[src/rtl/tm_prod_accumulator.sv]
// Saturating frame accumulator behind the truncated 8x8 multipliers; valid/ready on both sides.
// Optional macro TM_BIAS_COMP_EN adds COMP_VAL to every accepted product (truncation-bias compensation).
module tm_prod_accumulator #(
  parameter int PROD_W   = 16,
  parameter int ACC_W    = 24,
  parameter int CNT_W    = 8,
  parameter int COMP_VAL = 64
) (
  input  logic              clk,
  input  logic              rst_n,
  input  logic              in_valid,
  output logic              in_ready,
  input  logic [PROD_W-1:0] in_prod,
  input  logic              in_last,
  output logic              out_valid,
  input  logic              out_ready,
  output logic [ACC_W-1:0]  out_sum,
  output logic [CNT_W-1:0]  out_count,
  output logic              out_ovf
);

  typedef enum logic {ST_ACC = 1'b0, ST_HOLD = 1'b1} state_t;

  state_t             r_state, w_state_nxt;
  logic [ACC_W-1:0]   r_acc;
  logic [CNT_W-1:0]   r_cnt;
  logic               r_ovf;
  logic [ACC_W-1:0]   r_out_sum;
  logic [CNT_W-1:0]   r_out_count;
  logic               r_out_ovf;

  logic               w_accept;
  logic [ACC_W:0]     w_addend;
  logic [ACC_W:0]     w_sum;
  logic               w_sat;
  logic [ACC_W-1:0]   w_acc_nxt;
  logic [CNT_W-1:0]   w_cnt_nxt;
  logic               w_ovf_nxt;

  assign in_ready  = (r_state == ST_ACC);
  assign out_valid = (r_state == ST_HOLD);
  assign out_sum   = r_out_sum;
  assign out_count = r_out_count;
  assign out_ovf   = r_out_ovf;

  assign w_accept = in_valid && in_ready;

`ifdef TM_BIAS_COMP_EN
  assign w_addend = (ACC_W+1)'(in_prod) + (ACC_W+1)'(COMP_VAL);
`else
  assign w_addend = (ACC_W+1)'(in_prod);
`endif

  // One spare bit catches the carry out; clamp to all-ones when it is set.
  assign w_sum     = {1'b0, r_acc} + w_addend;
  assign w_sat     = w_sum[ACC_W];
  assign w_acc_nxt = w_sat ? {ACC_W{1'b1}} : w_sum[ACC_W-1:0];
  assign w_ovf_nxt = r_ovf | w_sat;
  assign w_cnt_nxt = (&r_cnt) ? r_cnt : r_cnt + 1'b1;

  always_comb begin
    w_state_nxt = r_state;
    case (r_state)
      ST_ACC:  if (w_accept && in_last) w_state_nxt = ST_HOLD;
      ST_HOLD: if (out_ready)           w_state_nxt = ST_ACC;
      default:                          w_state_nxt = ST_ACC;
    endcase
  end

  always_ff @(posedge clk) begin
    if (!rst_n) r_state <= ST_ACC;
    else        r_state <= w_state_nxt;
  end

  always_ff @(posedge clk) begin
    if (!rst_n) begin
      r_acc       <= '0;
      r_cnt       <= '0;
      r_ovf       <= 1'b0;
      r_out_sum   <= '0;
      r_out_count <= '0;
      r_out_ovf   <= 1'b0;
    end else if (w_accept) begin
      if (in_last) begin
        // Final beat is folded in and the running state restarts for the next frame.
        r_out_sum   <= w_acc_nxt;
        r_out_count <= w_cnt_nxt;
        r_out_ovf   <= w_ovf_nxt;
        r_acc       <= '0;
        r_cnt       <= '0;
        r_ovf       <= 1'b0;
      end else begin
        r_acc <= w_acc_nxt;
        r_cnt <= w_cnt_nxt;
        r_ovf <= w_ovf_nxt;
      end
    end
  end

endmodule

[config.mk]
export PLATFORM = sky130hd
export DESIGN_NAME = tm_prod_accumulator
export DESIGN_NICKNAME = d
export VERILOG_FILES = /design/src/rtl/tm_prod_accumulator.sv
export SDC_FILE = /design/constraint.sdc
export NUM_CORES = 1
export LEC_CHECK = 0
export ABC_CLOCK_PERIOD_IN_PS = 4160
export BUFFER_PORTS_ARGS = -buffer_cell sky130_fd_sc_hd__buf_2
export CAP_MARGIN = 20
export CORE_MARGIN = 2
export CORE_UTILIZATION = 60
export DETAILED_ROUTE_END_ITERATION = 10
export PLACE_DENSITY = 0.84
export SLEW_MARGIN = 5
export SYNTH_ARGS = -nofsm -noshare
export SYNTH_HDL_FRONTEND = slang
export SYNTH_SLANG_ARGS = --single-unit
[constraint.sdc]
create_clock -name clk -period 4.16 [get_ports clk]
set_clock_uncertainty 0.15 [all_clocks]
set_input_delay 0.416 -clock clk [delete_from_list [all_inputs] [get_ports clk]]
set_output_delay 0.416 -clock clk [all_outputs]
set_load 0.03 [all_outputs]
Word level (Yosys, flattened, before mapping)
Index checks and enable logic that the tools add are counted.
{"block": "word_totals", "out_inout_bits": 35, "regBits": 67, "input_bits": 21, "wordCells": 23}
{"block": "classes", "reduce_logical": 4, "mux": 8, "bitwise": 2, "add_sub_neg": 2}
{"operator": "$mux W24", "n": 2}
{"operator": "$add A24 B16 Y25", "n": 1}
{"operator": "$mux W8", "n": 2}
{"operator": "$add A8 B1 Y8 const B", "n": 1}
{"operator": "$reduce_and A8 Y1", "n": 1}
{"operator": "$mux W1", "n": 3}
{"operator": "$logic_and A1 B1 Y1", "n": 2}
{"operator": "$pmux W1 S2", "n": 1}
{"operator": "$reduce_and A2 Y1", "n": 1}
{"operator": "$not A1 Y1", "n": 1}
{"operator": "$or A1 B1 Y1", "n": 1}

Logic depth before layout (Yosys ltp)
Gate-level depths: netlist (run 1).
{"block": "depth", "word_depth": 5, "ltp_mapped": 11, "mapped_depth_nobuf": 9}

Least setup slack after synthesis (run 1)
Ideal clock, no wire load.
{"block": "synth_path", "kind": "input port to flip-flop", "from": "input in_prod[0]", "to": "register r_acc[6]", "stages": 11, "slack_ns": 1.444, "path_buffers": 2, "t_arrival_ns": 2.440, "required_ns": 3.884, "setup_ns": 0.126, "path_cell_list": "ha_1 -> fa_1 -> a211oi_1 -> nor4_2 -> a211oi_2 -> a21oi_4 -> and2_1 -> buf_6 -> buf_6 -> nor2_2 -> o21ai_1"}
{"block": "synth_via", "elab_chain_cells": 3}
{"item": "start, declared", "line": "13", "source": "input logic [PROD_W-1:0] in_prod,"}
{"item": "$add A24 B16 Y25", "line": "55", "source": "assign w_sum = {1'b0, r_acc} + w_addend;"}
{"item": "$mux W24", "line": "57", "source": "assign w_acc_nxt = w_sat ? {ACC_W{1'b1}} : w_sum[ACC_W-1:0];"}
{"item": "$mux W24", "line": "84", "source": "if (in_last) begin"}
{"item": "end signal, assigned", "line": "93", "source": "r_acc <= w_acc_nxt;"}
{"item": "end, declared", "line": "25", "source": "logic [ACC_W-1:0] r_acc;"}
Every way passes these cells.
A chain may end at the register's enable or synchronous reset.

Worst setup path after layout (run 1)
{"block": "layout_path", "from": "register r_acc[0]", "to": "register r_acc[23]"}
{"block": "layout_via", "elab_chain_cells": 3}
{"item": "$add A24 B16 Y25", "line": "55"}
{"item": "$mux W24", "line": "57"}
{"item": "$mux W24", "line": "84"}
Every way passes these cells.

==> results of run 1 <==
==> layout make-up <==
cell class | count | area share (%)
inverters | 2 | 0.1825
multi-input cells | 351 | 51.96
repair buffers | 60 | 7.788
flip-flops and latches | 67 | 32.61
clock inverters | 4 | 1.156
well taps | 75 | 2.282
clock buffers | 12 | 4.016
==> worst max-delay path, cell delays in order, from the launching register on <==
cell,delay [ps]
dfxtp_1,320
ha_1,220
fa_1,430
a211oi_1,370
nor4_2,100
a211oi_2,310
a21oi_4,120
and2_1,390
buf_8,260
nor2_2,170
a311oi_1,120
==> power by group through the flow <==
stage | clock [W] | sequential [W] | combinational (W)
after floorplan | 0 | 0.000714 | 0.000158
after global placement | 0 | 0.000690 | 0.000237
after detailed placement | 0 | 0.000691 | 0.000241
after CTS | 0.000585 | 0.000676 | 0.000245
after global routing | 0.000612 | 0.000679 | 0.000272
final | 0.000578 | 0.000676 | 0.000246
==> path summary, 6_finish.rpt <==
kind	startpoint	end	slack, ps
worst max-delay path	r_acc[0]	r_acc[23]	1060
worst min-delay path	out_ready	out_valid	170
worst max register to register	r_acc[0]	r_acc[23]	1060
worst min register to register	out_ovf	out_ovf	290
==> through the flow <==
step,power (W),hold WS [ps],worst slack (ps),std cells,utilization (%)
after floorplan,0.0008723,283.2,1444,449,-
after global placement,0.0009265,271.2,828.1,554,66.01
after detailed placement,0.0009324,286.2,861.5,555,66.26
after CTS,0.001506,150.4,1086,571,69.88
after global routing,0.001562,180.0,879.5,571,69.88
final,0.001501,165.9,1058,571,69.88
==> kinds of logic after synthesis <==
family	Yosys count	synth area share, %
adders and majority gates	18	6.423
xor gates and xnor gates	17	4.109
buffers and inverters	31	4.006
AOI/OAI and AO/OA	140	24.07
DFF	67	37.02
and+or+nand+nor	174	23.83
muxes	2	0.5525
==> cells in the final DEF (no fill, tap or decap), drive strengths merged, types with 4 or more instances in the layout <==
cell and count:
dfxtp 67, o21ai 61, a311oi 4, o211ai 6, nand3b 4, and3 9
buf 60, nor2 32, clkbuf 12, and2 6, ha 17, or3 4
nor2b 7, a31oi 5, nand4 10, a21o 10, a211oi 4, a21oi 33
nand3 13, nand2 80, xnor2 12, xor2 5
==> registers in the layout, summed over array words and instances (netlist names) <==
register / flops
out_count: 8
r_cnt: 8
r_ovf: 1
r_acc: 24
out_sum: 24
out_ovf: 1
out_valid: 1
==> per-layer routing <==
layer / up-vias / track usage [%] / routed length, um / part of all wire, %
met3: 23 / 5.714 / 412 / 4.7
met5: - / 0 / 0 / 0
met1: 1572 / 37.58 / 4007 / 46
met4: 0 / 13.83 / 218 / 2.5
li1: 1684 / - / - / -
met2: 125 / 43.36 / 4045 / 47
==> impl_metrics.json, run 1 <==
{
  "ys_seq_area_share_pct": 37.02,
  "die_x_um": 81.71,
  "ctsHoldBuffers": 0,
  "grt_antenna_before_repair": 0,
  "routedWlPerCell_um": 15.21,
  "syn_nets": 488,
  "hold_class": "input port to flip-flop",
  "slew_headroom_pct": 54.84,
  "min_path_cells": 3,
  "drt_iter0_drc": 306,
  "rsz0062_at_grt": "false",
  "initial_core_util_pct": 61.56,
  "layout.cell_area.non_filler_mm2": 0.004113,
  "swShare_pct": 28.66,
  "setup_violations": 0,
  "tightest_slew_ps": 675.7,
  "routed_via_density": 5.961,
  "worstSetupStartpointType": "flip-flop",
  "n_antenna_cell": 0,
  "cts_tree": "done",
  "leakage_nw": 1.799,
  "synthCells": 449,
  "clockBufferDepth": 2,
  "numCtsBuffers": 9,
  "r2r_cells": 10,
  "slew_violations": 0,
  "syn_to_final_growth_pct": 13.50,
  "p_comb_share_pct": 16.4,
  "cts_setup_buffers": 0,
  "clock-root-buffer": "clkbuf_8",
  "rows": 28,
  "power.switching_w": 0.0004301,
  "async_flop_share_pct": 0,
  "internal_power_w": 0.001071,
  "die_area_mm2": 0.006677,
  "fp.dieH_um": 81.71,
  "hold_violations": 0,
  "crit_fanout": 13,
  "ant_nets": 0,
  "grt_max_degree": 21,
  "synth.most_common_cell": "nand2_1",
  "placeableCoreArea_mm2": 0.005886,
  "synth_top_cell_by_area": "dfxtp_1",
  "avgSynthCellArea_um2": 8.070,
  "drt-total-wl_mm": 8.684,
  "grt_pass1_wl_mm": 14.46,
  "clkPwrFrac_pct": 38.5,
  "synth_top_flop_cell": "dfxtp_1",
  "drc": 0,
  "post-dp-hpwl_mm": 5.971,
  "fill_cells": 485,
  "required_ps": 4220,
  "peakVddDrop_uv": 223.8,
  "synth_top_area_share_pct": 37.02,
  "ys_ff_latch": 67,
  "place_congestion": 0.9580,
  "grt_usage_pct": 28.14,
  "dr.pass1.iters": 6,
  "syn-cell-area_mm2": 0.003623,
  "crit_type": "flip-flop to flip-flop",
  "clk_pin_slew_ps": 70,
  "clock_latency_ps": 350,
  "nets": 530,
  "pin_count": 56,
  "drive_gt1_share_pct": 20.16,
  "max_freq_mhz": 322.4,
  "placed_area_mm2": 0.003900,
  "synth_commonest_cells": "nand2_1 (79), dfxtp_1 (67), o21ai_1 (38), a21oi_1 (30), o21ai_0 (23)",
  "powerDensity_mw_per_mm2": 364.9,
  "regArea_mm2": 0.001341,
  "multi_input_area_mm2": 0.002137,
  "yosys_warnings": 0,
  "portBuffers": 55,
  "cts.repair.resized": 0,
  "outcome": "finished, final reports clean",
  "synth_area_leaders": "dfxtp_1 (37%), nand2_1 (8.2%), ha_1 (5.9%)",
  "gr-total-overflow": 0,
  "crit_arrival_ps": 3160,
  "grt_pass1_vias": 3131,
  "cts_sinks": 67,
  "setup_tns_ps": 0,
  "cap_violations": 0,
  "vias": 3404,
  "htreeDepth": 3,
  "min_period_ps": 3102,
  "synth_cell_type_count": 55,
  "seqPwrFrac_pct": 45.1,
  "synth-edff-count": 0,
  "end_kind": "flip-flop",
  "fin_crit_sh_pct": 74.57
}
No activity file was read; power rests on OpenSTA's default activity.
==> run 2: changes to the inputs <==
- ABC_AREA: default -> 1
- ABC_CLOCK_PERIOD_IN_PS: 4160 -> 3100
- CORE_UTILIZATION: 60 -> 58
- PLACE_DENSITY: 0.84 -> 0.8
- clock period: 4.16 -> 3.1 ns (I/O delays scaled with it)
==> impl_metrics.json, run 2 <==
{
  "setup_violations": 0,
  "initial_core_util_pct": 60.22,
  "crit_arrival_ps": 2680,
  "post-dp-hpwl_mm": 7.980,
  "synthCells": 623,
  "seqPwrFrac_pct": 44.7,
  "portBuffers": 55,
  "hold_class": "input port to flip-flop",
  "synth_top_flop_cell": "dfxtp_1",
  "crit_fanout": 24,
  "drc": 0,
  "pin_count": 56,
  "end_kind": "flip-flop",
  "syn_to_final_growth_pct": 13.82,
  "syn_nets": 662,
  "drt_iter0_drc": 181,
  "timing.hold.ws_ps": 67.05,
  "rrSetupSlack_ps": 530,
  "clkPwrFrac_pct": 37.4,
  "tightest_slew_ps": 1086,
  "fill_cells": 581,
  "ys_seq_area_share_pct": 32.78,
  "grt_pass1_vias": 3760,
  "layout.cell_area.non_filler_mm2": 0.004657,
  "worstSetupStartpointType": "flip-flop",
  "power.switching_w": 0.0006462,
  "peakVddDrop_uv": 256.3,
  "drt-total-wl_mm": 10.76,
  "post-place-ws_ps": 457.3,
  "avgSynthCellArea_um2": 6.567,
  "clk_pin_slew_ps": 90,
  "vias": 4037,
  "fin_crit_sh_pct": 83.02,
  "routedWlPerCell_um": 13.79,
  "grt_pass1_wl_mm": 17.17,
  "placed_area_mm2": 0.004447,
  "grt_antenna_before_repair": 0,
  "synth_commonest_cells": "nand2_1 (230), inv_1 (90), dfxtp_1 (67), nor2_1 (45), nand3_1 (29)",
  "placeableCoreArea_mm2": 0.006794,
  "leakage_nw": 2.452,
  "synth_top_cell_by_area": "dfxtp_1",
  "rows": 30,
  "outcome": "finished, final reports clean",
  "gr-total-overflow": 0,
  "crit_type": "flip-flop to flip-flop",
  "synth_area_leaders": "dfxtp_1 (33%), nand2_1 (21%), inv_1 (8.3%)",
  "die_area_mm2": 0.007742,
  "yosys_warnings": 0,
  "fin_ws_ps": 526.4,
  "place_congestion": 0.9518,
  "cap_violations": 0,
  "final_util_pct": 68.55,
  "ys_ff_latch": 67,
  "p_comb_share_pct": 18.0,
  "cts.repair.resized": 0,
  "cts_setup_buffers": 0,
  "numCtsBuffers": 9,
  "max_freq_mhz": 388.6,
  "setup_tns_ps": 0,
  "required_ps": 3210,
  "htreeDepth": 3,
  "hold_violations": 0,
  "nets": 718,
  "synth-edff-count": 0,
  "dr.pass1.iters": 5,
  "synth_top_area_share_pct": 32.78,
  "rsz0062_at_grt": "false",
  "async_flop_share_pct": 0,
  "n_antenna_cell": 0,
  "synth.most_common_cell": "nand2_1",
  "drive_gt1_share_pct": 17.84,
  "routed_via_density": 5.176,
  "ctsHoldBuffers": 1,
  "layout_commonest_cell": "nand2_1",
  "die_x_um": 87.99,
  "swShare_pct": 31.82,
  "cts_sinks": 67,
  "slew_headroom_pct": 27.36,
  "clock_latency_ps": 360,
  "powerDensity_mw_per_mm2": 436.0,
  "layout_common_cells": "nand2_1 (230), inv_1 (90), dfxtp_1 (67)",
  "synth_cell_type_count": 35,
  "ant_nets": 0,
  "grt_max_degree": 34,
  "grt_usage_pct": 28.69,
  "min_period_ps": 2574,
  "fp.dieH_um": 87.99,
  "internal_power_w": 0.001384,
  "clockBufferDepth": 2,
  "clock-root-buffer": "clkbuf_8",
  "cts_tree": "done",
  "slew_violations": 0,
  "syn-cell-area_mm2": 0.004091
}
[run 2: cell types whose count changed after synthesis, sizes merged, moves of 6 or more]
cell / change
nand2: +164
inv: +89
o21ai: -48
nand3: +25
a22o: +16
nor2: +15
clkbuf: -12
xnor2: -11
a21o: -9
and3: -9
nor2b: -7
o211ai: -6
[run 2: cell families after synthesis]
logic type / Yosys count / share of synthesized area [%]
buffers and inverters: 107 / 10.31
XOR/XNOR: 11 / 2.355
flip-flops: 67 / 32.78
AO/OA/AOI/OAI: 73 / 12.29
adder cells (fa/ha/maj): 18 / 5.688
AND/OR/NAND/NOR: 347 / 36.58
[run 2: final timing paths]
| path | startpoint | end | cells past startpoint |
|---|---|---|---|
| min | rst_n | r_acc[16] | 2 |
| min reg2reg | out_sum[22] | out_sum[22] | 2 |
| max reg2reg | r_acc[0] | out_sum[2] | 11 |
| max | r_acc[0] | out_sum[2] | 11 |
[run 2: worst max-delay path: stages (launching register included)]
cell	delay, ps
dfxtp_1	320
ha_1	230
fa_1	420
nand2_1	110
nand2_1	90
nand3_1	90
nand2_1	80
nand2_1	90
nand2_2	110
nand2_4	350
o21ai_0	210
a22o_1	210
[run 2: power by group through the flow]
stage	clock, W	sequential, W	combinational [W]
after CTS	0.000773	0.000907	0.000362
after global placement	0	0.000925	0.000354
after floorplan	0	0.000955	0.000234
after global routing	0.000802	0.000910	0.000405
after detailed placement	0	0.000927	0.000359
final	0.000759	0.000907	0.000365
[run 2: layout make-up]
type,instances,area (um2),share of cell area (%)
Multi-Input combinational cell,449,2331,50.05
Timing Repair Buffer,61,322.8,6.932
Inverter,91,341.6,7.335
Tap cell,96,120.1,2.579
Clock inverter,7,76.32,1.639
Sequential cell,67,1341,28.80
Clock buffer,9,123.9,2.660
[run 2: per-layer routing]
| layer | wire length (um) | GRT usage (%) |
|---|---|---|
| met5 | 0 | 0 |
| met4 | 272 | 13.15 |
| met3 | 454 | 4.147 |
| met2 | 5249 | 50.48 |
| met1 | 4784 | 34.39 |
[run 2: stage by stage]
stage                     instances  total power [W]
after global placement          763         0.001279
after global routing            780         0.002117
after detailed placement        763         0.001286
final                           780         0.002031
after floorplan                 623         0.001189
after CTS                       780         0.002042
==> run 3: changes to the inputs <==
- ABC_AREA: 1 -> 0
- ABC_CLOCK_PERIOD_IN_PS: 3100 -> 2500
- CORE_UTILIZATION: 58 -> 57
- clock period: 3.1 -> 2.5 ns (I/O delays scaled with it)
==> impl_metrics.json, run 3 (same netlist as run 1, synthesis figures left out) <==
{
  "drt-total-wl_mm": 9.807,
  "portBuffers": 55,
  "routed_via_density": 5.896,
  "cts_tree": "done",
  "crit_cells": 9,
  "final_util_pct": 74.02,
  "total_power_w": 0.002636,
  "pin_count": 56,
  "r2r_start": "r_acc[0]",
  "crit_fanout": 3,
  "cpPeakStageDelay_ps": 380,
  "die_x_um": 83.73,
  "hold_class": "input port to flip-flop",
  "crit_chain": "ha_4, fa_2, a211oi_4, o21ai_1, a21oi_2, o21ai_0, xor2_1, nor2_4, o21ai_1",
  "cts_sinks": 67,
  "rrSetupSlack_ps": 40,
  "placed_cells": 588,
  "ant_nets": 0,
  "hold_violations": 0,
  "drive_gt1_share_pct": 29.00,
  "htreeDepth": 3,
  "powerDensity_mw_per_mm2": 570.7,
  "leakage_nw": 2.033,
  "crit_start": "r_acc[0]",
  "fp.dieH_um": 83.73,
  "crit_type": "flip-flop to flip-flop",
  "fill_cells": 462,
  "multi_input_area_mm2": 0.002333,
  "r2r_end": "out_sum[14]",
  "routedWlPerCell_um": 16.13,
  "placeableCoreArea_mm2": 0.006241,
  "setup_violations": 0,
  "max_freq_mhz": 406.1,
  "regArea_mm2": 0.001344,
  "cp_slowest_cell": "fa_2",
  "layout.cell_area.non_filler_mm2": 0.004619,
  "slew_headroom_pct": 45.52,
  "outcome": "finished, final reports clean",
  "grt_antenna_before_repair": 0,
  "place_congestion": 0.8993,
  "critPathBufInv": 0,
  "clock_latency_ps": 350,
  "r2r_cells": 9,
  "n_antenna_cell": 0,
  "min_period_ps": 2462,
  "placed_area_mm2": 0.004135,
  "peakVddDrop_uv": 391.8,
  "clockBufferDepth": 2,
  "crit_arrival_ps": 2590,
  "rsz0062_at_grt": "true",
  "crit_path_frequent_cell": "o21ai_1",
  "timing.hold.ws_ps": 7.479,
  "fin_crit_sh_pct": 98.49,
  "slew_violations": 0,
  "nets": 566,
  "drc": 0,
  "initial_core_util_pct": 58.06,
  "numCtsBuffers": 9,
  "end_kind": "flip-flop",
  "cap_violations": 0,
  "clock-root-buffer": "clkbuf_8",
  "die_area_mm2": 0.007011,
  "syn_to_final_growth_pct": 27.49,
  "tightest_slew_ps": 817.2,
  "drt_iter0_drc": 239,
  "post-dp-hpwl_mm": 6.624,
  "worstSetupStartpointType": "flip-flop",
  "gr-total-overflow": 0,
  "layout_commonest_cell": "nand2_1",
  "layout_common_cells": "nand2_1 (79), dfxtp_1 (65), buf_2 (55)",
  "grt_pass1_vias": 3359,
  "grt_pass1_wl_mm": 15.99,
  "cp-endpoint": "out_sum[14]",
  "path_delay_family": "compound AO/OA/AOI/OAI gates",
  "grt_max_degree": 22,
  "dr.pass1.iters": 5,
  "vias": 3585,
  "grt_usage_pct": 27.96,
  "clk_pin_slew_ps": 80,
  "required_ps": 2630,
  "stdcell_count": 608,
  "rows": 29
}
[run 3: changes by cell type in the layout (fill, tap and decap cells not counted), moves of 16 or more]
cell / previous run / this run
nor2_1: 44 / 16
a22o_1: 17 / 1
o21ai_1: 2 / 39
nand3_1: 29 / 12
buf_4: 5 / 35
inv_1: 90 / 2
nand2_1: 230 / 79
[run 3: worst min-delay path: cells and delay by family]
family / cells / cell delay (ps)
buffers and inverters: 1 / 70
AND/OR/NAND/NOR: 2 / 140
[run 3: per-stage QoR]
stage	TNS (ps)	setup slack, ps
3_5_place_dp	-2990	-153.6
3_3_place_gp	-1172	-94.76
6_report	0	37.71
4_1_cts	0	0.8220
2_1_floorplan	0	33.23
5_1_grt	-384.1	-76.38
[run 3: repair_timing]
item / 4_1_cts / 5_1_grt
pin swaps: 1 / 10
buffers inserted: 3 / 2
endpoints found under the hold margin: 0 / 0
setup endpoints to repair: 42 / 47
gates resized for setup: 5 / 43
hold buffers: 0 / 0
gates cloned: 0 / 1
[run 3: worst min-delay path by stage]
stage	startpoint	end	slack, ps	cells after the start
floorplan	out_ready	out_valid	270	2
global placement	out_sum[17]	out_sum[17]	270	2
detailed placement	out_sum[17]	out_sum[17]	270	2
CTS	out_ready	out_valid	5	3
global route	out_ready	out_valid	10	3
finish	out_ready	out_valid	7	3
[run 3: area by class of cell]
cell class | count | share of cell area, %
multi-input cells | 351 | 50.51
inverters | 2 | 0.1625
clock buffers | 10 | 2.763
well taps | 77 | 2.086
flip-flops and latches | 67 | 29.09
repair buffers | 96 | 13.68
clock inverters | 5 | 1.706
[run 3: per-layer routing]
metal / GRT usage (%) / part of all wire [%] / wire, um
met5: 0 / 0 / 0
met4: 10.26 / 2.0 / 199
met3: 6.429 / 5.1 / 498
met2: 45.31 / 50 / 4871
met1: 36.49 / 43 / 4238
[run 3: power by group]
group	switching, W	internal (W)	total [W]
logic	0.000312	0.000201	0.000513
registers	0.0000221	0.00110	0.00113
clock network	0.000442	0.000555	0.000997
total	0.000776	0.00186	0.00264
